[src/rtl/led_matrix_scroller.sv]
// led_matrix_scroller: column-scans a ROWS x COLS LED matrix and scrolls a
// switch-selected message segment out of a writable column-pattern memory.
// Selection, descriptor and scroll changes are applied only at frame
// boundaries so a frame never mixes two positions or messages.
//
// Ports:
//   clk, reset    system clock, synchronous active-high reset
//   sel           one-hot message select switches
//   mem_we/addr/wdata           pattern memory write port (one column)
//   desc_we/idx/start/end/dir   descriptor write port (idx NUM_MSG = error slot)
//   row_out       row drive for the displayed column
//   col_out       one-hot column enable, column 0 on the MSB
//   active_msg    applied slot, NUM_MSG+1 = blank
//   sel_error     applied selection is multi-hot
module led_matrix_scroller #(
  parameter int ROWS       = 8,
  parameter int COLS       = 8,
  parameter int NUM_MSG    = 8,
  parameter int MEM_DEPTH  = 256,
  parameter int SCAN_DIV   = 10000,
  parameter int SCROLL_DIV = 200000,
  localparam int AW = $clog2(MEM_DEPTH),
  localparam int IW = $clog2(NUM_MSG + 1),
  localparam int SW = $clog2(NUM_MSG + 2)
) (
  input  logic               clk,
  input  logic               reset,
  input  logic [NUM_MSG-1:0] sel,
  input  logic               mem_we,
  input  logic [AW-1:0]      mem_addr,
  input  logic [ROWS-1:0]    mem_wdata,
  input  logic               desc_we,
  input  logic [IW-1:0]      desc_idx,
  input  logic [AW-1:0]      desc_start,
  input  logic [AW-1:0]      desc_end,
  input  logic               desc_dir,
  output logic [ROWS-1:0]    row_out,
  output logic [COLS-1:0]    col_out,
  output logic [SW-1:0]      active_msg,
  output logic               sel_error
);

  localparam int CW       = (COLS > 1) ? $clog2(COLS) : 1;
  localparam int SCAN_W   = $clog2(SCAN_DIV);
  localparam int SCROLL_W = $clog2(SCROLL_DIV);

  localparam logic [SW-1:0] BLANK = SW'(NUM_MSG + 1);
  localparam logic [SW-1:0] ERR   = SW'(NUM_MSG);

  // ---------------- prescalers ----------------
  logic [SCAN_W-1:0]   scan_cnt;
  logic                scan_tick;
  logic [SCROLL_W-1:0] scroll_cnt;
  logic                scroll_tick;

  always_ff @(posedge clk) begin
    if (reset) begin
      scan_cnt  <= '0;
      scan_tick <= 1'b0;
    end else if (scan_cnt == SCAN_W'(SCAN_DIV - 1)) begin
      scan_cnt  <= '0;
      scan_tick <= 1'b1;
    end else begin
      scan_cnt  <= scan_cnt + SCAN_W'(1);
      scan_tick <= 1'b0;
    end
  end

  always_ff @(posedge clk) begin
    if (reset) begin
      scroll_cnt  <= '0;
      scroll_tick <= 1'b0;
    end else if (scroll_cnt == SCROLL_W'(SCROLL_DIV - 1)) begin
      scroll_cnt  <= '0;
      scroll_tick <= 1'b1;
    end else begin
      scroll_cnt  <= scroll_cnt + SCROLL_W'(1);
      scroll_tick <= 1'b0;
    end
  end

  // ---------------- selection decode ----------------
  logic [NUM_MSG-1:0] sel_q;
  logic [SW-1:0]      dec_slot;

  always_ff @(posedge clk) begin
    if (reset) sel_q <= '0;
    else       sel_q <= sel;
  end

  always_comb begin
    dec_slot = BLANK;
    if (sel_q == '0) begin
      dec_slot = BLANK;
    end else if ((sel_q & (sel_q - NUM_MSG'(1))) != '0) begin
      dec_slot = ERR;
    end else begin
      for (int unsigned k = 0; k < NUM_MSG; k++) begin
        if (sel_q[k]) dec_slot = SW'(k);
      end
    end
  end

  // ---------------- descriptor table ----------------
  logic [AW-1:0]  d_start [NUM_MSG+1];
  logic [AW-1:0]  d_end   [NUM_MSG+1];
  logic           d_dir   [NUM_MSG+1];
  logic [NUM_MSG:0] desc_dirty;
  logic           desc_ok;
  logic           frame_edge;

  assign desc_ok = desc_we && (32'(desc_idx) <= 32'(NUM_MSG));

  // A written slot is flagged dirty; if it is the slot applied at the next
  // boundary it is reloaded exactly like a selection change.
  always_ff @(posedge clk) begin
    if (reset) begin
      for (int unsigned i = 0; i <= NUM_MSG; i++) begin
        d_start[i] <= '0;
        d_end[i]   <= '0;
        d_dir[i]   <= 1'b0;
      end
      desc_dirty <= '0;
    end else begin
      if (frame_edge) desc_dirty <= '0;
      if (desc_ok) begin
        d_start[desc_idx]    <= desc_start;
        d_end[desc_idx]      <= desc_end;
        d_dir[desc_idx]      <= desc_dir;
        desc_dirty[desc_idx] <= 1'b1;
      end
    end
  end

  // ---------------- pattern memory ----------------
  logic [ROWS-1:0] mem [MEM_DEPTH];

  always_ff @(posedge clk) begin
    if (mem_we) mem[mem_addr] <= mem_wdata;
  end

  // ---------------- scan / scroll state ----------------
  logic [CW-1:0] c;
  logic [AW-1:0] pos;
  logic [AW-1:0] rd_ptr;
  logic          pending;
  logic [AW-1:0] act_start;
  logic [AW-1:0] act_end;
  logic          act_dir;
  logic [AW-1:0] addr_q;
  logic          blank_q;
  logic [CW-1:0] col_q;

  logic [IW-1:0] new_idx;
  logic          new_is_blank;
  logic          reload;
  logic [AW-1:0] new_start;
  logic [AW-1:0] new_end;
  logic          new_dir;
  logic          invalid;
  logic          row_blank;
  logic [AW-1:0] next_rd;
  logic [AW-1:0] step_pos;

  assign frame_edge   = scan_tick && (c == CW'(COLS - 1));
  assign new_idx      = IW'(dec_slot);
  assign new_is_blank = (dec_slot == BLANK);
  assign reload       = (dec_slot != active_msg) ||
                        (!new_is_blank && desc_dirty[new_idx]);
  assign new_start    = new_is_blank ? '0   : d_start[new_idx];
  assign new_end      = new_is_blank ? '0   : d_end[new_idx];
  assign new_dir      = new_is_blank ? 1'b0 : d_dir[new_idx];
  assign invalid      = (act_end < act_start);
  assign row_blank    = (active_msg == BLANK) || invalid;

  always_comb begin
    next_rd = pos;
    if (c != '0) begin
      next_rd = (rd_ptr == act_end) ? act_start : rd_ptr + AW'(1);
    end
  end

  // A scroll_tick coinciding with the boundary counts as pending.
  always_comb begin
    step_pos = pos;
    if (invalid) begin
      step_pos = act_start;
    end else if (pending || scroll_tick) begin
      if (!act_dir) step_pos = (pos == act_end)   ? act_start : pos + AW'(1);
      else          step_pos = (pos == act_start) ? act_end   : pos - AW'(1);
    end
  end

  always_ff @(posedge clk) begin
    if (reset) begin
      c          <= '0;
      pos        <= '0;
      rd_ptr     <= '0;
      pending    <= 1'b0;
      active_msg <= BLANK;
      sel_error  <= 1'b0;
      act_start  <= '0;
      act_end    <= '0;
      act_dir    <= 1'b0;
      addr_q     <= '0;
      blank_q    <= 1'b1;
      col_q      <= '0;
    end else begin
      if (scan_tick) begin
        addr_q  <= next_rd;
        rd_ptr  <= next_rd;
        blank_q <= row_blank;
        col_q   <= c;
      end
      if (frame_edge) begin
        c       <= '0;
        pending <= 1'b0;
        if (reload) begin
          active_msg <= dec_slot;
          sel_error  <= (dec_slot == ERR);
          act_start  <= new_start;
          act_end    <= new_end;
          act_dir    <= new_dir;
          pos        <= new_start;
        end else begin
          pos <= step_pos;
        end
      end else begin
        if (scan_tick)   c       <= c + CW'(1);
        if (scroll_tick) pending <= 1'b1;
      end
    end
  end

  // ---------------- output stage ----------------
  logic            fetch;
  logic [COLS-1:0] col_onehot;

  always_comb begin
    col_onehot = '0;
    for (int unsigned k = 0; k < COLS; k++) begin
      col_onehot[k] = (col_q == CW'(COLS - 1 - k));
    end
  end

  always_ff @(posedge clk) begin
    if (reset) begin
      fetch   <= 1'b0;
      row_out <= '0;
      col_out <= '0;
    end else begin
      fetch <= scan_tick;
      if (fetch) begin
        row_out <= blank_q ? '0 : mem[addr_q];
        col_out <= col_onehot;
      end
    end
  end

endmodule

[config.mk]
export PLATFORM = sky130hd
export DESIGN_NAME = led_matrix_scroller
export DESIGN_NICKNAME = d
export VERILOG_FILES = /design/src/rtl/led_matrix_scroller.sv
export SDC_FILE = /design/constraint.sdc
export NUM_CORES = 2
export LEC_CHECK = 0
export CORE_MARGIN = 2
export CORE_UTILIZATION = 65
export CTS_BUF_LIST = sky130_fd_sc_hd__clkbuf_4
export CTS_CLUSTER_SIZE = 8
export DETAILED_ROUTE_END_ITERATION = 12
export PLACE_DENSITY_LB_ADDON = 0.15
export SYNTH_ARGS = -nofsm -noshare
export SYNTH_HDL_FRONTEND = slang
export SYNTH_SLANG_ARGS = --single-unit
[constraint.sdc]
create_clock -name clk -period 5.5 [get_ports clk]
set_clock_uncertainty 0.1 [all_clocks]
set_input_delay 1.65 -clock clk [delete_from_list [all_inputs] [get_ports clk]]
set_output_delay 1.65 -clock clk [all_outputs]
set_load 0.03 [all_outputs]
==> results_dict.tcl <==
set metrics [dict create \
    fin_cells 7622 \
    fillCellCount 8284 \
    drt-initial-drc-count 6186 \
    slew_viol_final 0 \
    cts_sinks 2323 \
    power_density_nw_per_um2 332.4 \
    place_inst 6654 \
    die_h_um 379.2 \
    wire_per_inst_um 28.05 \
    cp_common_cell "o22ai_1" \
    grt_first_pass_wirelength_um 317500 \
    peakVddDrop_uv 253.6 \
    p_leak_nw 32.61 \
    nets 5433 \
    dieArea_sq_um 143800 \
    syn_area_per_cell_sq_um 19.11 \
    drive_above_1_share_pct 29.37 \
    io_pins 70 \
    cp.buffers_inverters 1 \
    hold_depth 1 \
    cp_slowest_cell "dfxtp_4" \
    reg2reg_to "row_out[4]$_SDFFE_PP0P_" \
    multi_input_area_sq_um 21730 \
    ctsResizeCount 0 \
    max_clock_freq_mhz 225.1 \
    hold_viol_final 0 \
    synthCells 4788 \
    async_flop_share_pct 0 \
    ys_ff_latch 2323 \
    fin_crit_ns 4.442 \
    final_antenna_net_count 0 \
    htreeDepth 6 \
    startpoint_type "flip-flop" \
    antenna_found_initial 9 \
    final_core_util_pct 73.24 \
    fp.dieW_um 379.2 \
    route.detailed.drc 0 \
    wl_um 213800 \
    r2r_setup_slack_ns 1.06 \
    yosys-top-cells-count "2,201 x edfxtp_1, 523 x mux4_2, 347 x nor2_1" \
    cts_inserted_buffers 589 \
    cts_setup_buffers 0 \
    r2r_cells 9 \
    grt.overflow.total 0 \
    dr.pass1.iters 8 \
    synth-edff-count 2201 \
    first_global_vias 50420 \
    via_count 49790 \
    crit_path_max_incr_delay_ns 0.80 \
    crit_fanout 45 \
    yosysWarnings 0 \
    hp-class "reg -> reg" \
    start_util_pct 65.50 \
    rsz0062_at_grt "no" \
    maxCapViolCount 0 \
    setup_viol 0 \
    cp-end-kind "flip-flop" \
    clk_pin_slew_ns 0.06 \
    dpl.hpwl_um 128800 \
    viasPerCell 6.533 \
    synth.top_cell.area_share_pct 72.23 \
    grt_max_degree 125 \
    hold_end "desc_dirty[6]$_SDFF_PP0_" \
    cts-root-buf "clkbuf_4" \
    seqCellArea_sq_um 68540 \
    setup_tns_ns 0 \
    syn_nets 4852 \
    crit_required_ns 6.50 \
    status "completed" \
    cp.arrival_ns 5.44 \
    yosysSeqAreaShare_pct 74.90 \
    relSlewSlack_pct 15.29 \
    synthFlopType "edfxtp_1" \
    io_buffer_count 69 \
    synth.area.top_cells "edfxtp_1 72%, mux4_2 13%, dfxtp_1 2.7%" \
    syn2layout_area_growth_pct 11.82 \
    insertion_delay_ns 1.31 \
    postCtsHoldBufs 0 \
    syn_area_sq_um 91510 \
    finalCritPeriodShare_pct 80.77 \
    synth_area_leader_cell "edfxtp_1" \
    synth_cell_types 86 \
    clockBufferDepth 4 \
    grt_util_all_layers_pct 30.40 \
    tightestPinTransition_ns 1.264 \
    crit_chain "buf_12 -> mux4_2 -> a22o_1 -> a221oi_1 -> o22ai_1 -> nor3_1 -> o22ai_1 -> nor2_1 -> o32ai_1" \
    core_sq_um 139700 \
    hold_start "desc_dirty[6]$_SDFF_PP0_" \
    place_congestion 0.8916 \
    synth.most_common_cell "edfxtp_1" \
    tritoncts "built" \
    num_rows 137 \
    path_class "reg -> reg" \
    cp_top_family "compound AO/OA/AOI/OAI gates" \
]
## layout make-up
cell class | count | share of cell area (%)
Timing Repair Buffer | 294 | 2.631
Inverter | 27 | 0.09905
Tap cell | 1876 | 2.294
Sequential cell | 2323 | 66.99
Multi-Input combinational cell | 2134 | 21.23
Clock buffer | 820 | 6.016
Clock inverter | 140 | 0.7190
Antenna cell | 8 | 0.01956
## worst max-delay path by stage
stage | end | cells after the start
after floorplan | d_dir[1]$_SDFFCE_PN0P_ | 6
after global placement | mem[31][3]$_DFFE_PP_ | 5
after detailed placement | mem[191][1]$_DFFE_PP_ | 5
after CTS | active_msg[3] | 1
after global routing | row_out[7]$_SDFFE_PP0P_ | 9
final | row_out[4]$_SDFFE_PP0P_ | 9
## logic make-up (layout without fill, tap and decap cells)
kind of cell | after synthesis | after routing | synth area share, %
buffers and inverters | 331 | 1281 | 1.438
other | 0 | 8 | 0
flip-flops | 2323 | 2323 | 74.90
XOR/XNOR | 67 | 67 | 0.6413
AND/OR/NAND/NOR | 907 | 907 | 4.807
multiplexers | 551 | 551 | 13.19
AO/OA/AOI/OAI | 593 | 593 | 4.809
adder cells (fa/ha/maj) | 16 | 16 | 0.2160
## state kept, by name (all words and copies together), names as in the netlist, 9 cells and up, named ones only
register and flops:
d_start 72, scroll_cnt 18, d_dir 9, scan_cnt 14, desc_dirty 9, mem 2048
d_end 72
## routing by layer
metal	up-vias	GRT usage [%]	share of wire, %
met2	3013	46.19	48
met1	25220	43.03	38
met5	-	0	0.029
met4	10	11.28	2.7
met3	424	8.328	11
li1	21120	-	-
## through the flow
| stage | setup WS, ns | total power [W] | hold WS [ns] | area [sq um] |
|---|---|---|---|---|
| floorplan | 1.328 | 0.02018 | 0.3175 | 91510 |
| global placement | 0.9353 | 0.02068 | 0.3269 | 95410 |
| detailed placement | 0.7983 | 0.02071 | 0.3358 | 95410 |
| CTS | 1.085 | 0.03426 | 0.3507 | 102300 |
| global route | 1.003 | 0.03519 | 0.3740 | 102300 |
| finish | 1.058 | 0.03401 | 0.3549 | 102300 |
## placed cells by master, fill, tap and decap left out, types with 18 or more instances in the layout
| master | instances |
|---|---|
| mux4_2 | 523 |
| a22oi_1 | 129 |
| clkbuf_4 | 820 |
| nand3_1 | 72 |
| clkdlybuf4s50_1 | 60 |
| edfxtp_1 | 2201 |
| clkinv_1 | 91 |
| inv_2 | 20 |
| dfxtp_1 | 120 |
| nand2_1 | 125 |
| o22ai_1 | 51 |
| o211ai_1 | 18 |
| o21ai_0 | 37 |
| and2_1 | 162 |
| buf_4 | 202 |
| a221oi_1 | 68 |
| a21oi_1 | 99 |
| nand4_1 | 30 |
| xnor2_1 | 26 |
| xor2_1 | 41 |
| inv_1 | 27 |
| nor2_1 | 346 |
| nor3_1 | 57 |
| a22o_1 | 73 |
| nor2b_1 | 22 |
| mux2i_1 | 21 |
| buf_12 | 23 |
## power breakdown
group	total, W	leakage, nW	switching (W)	internal (W)
Combinational	0.000859	7.60	0.000650	0.000209
Clock	0.0137	4.16	0.00655	0.00713
Sequential	0.0195	20.9	0.0000365	0.0194
Power figures use the tool's default switching activity.
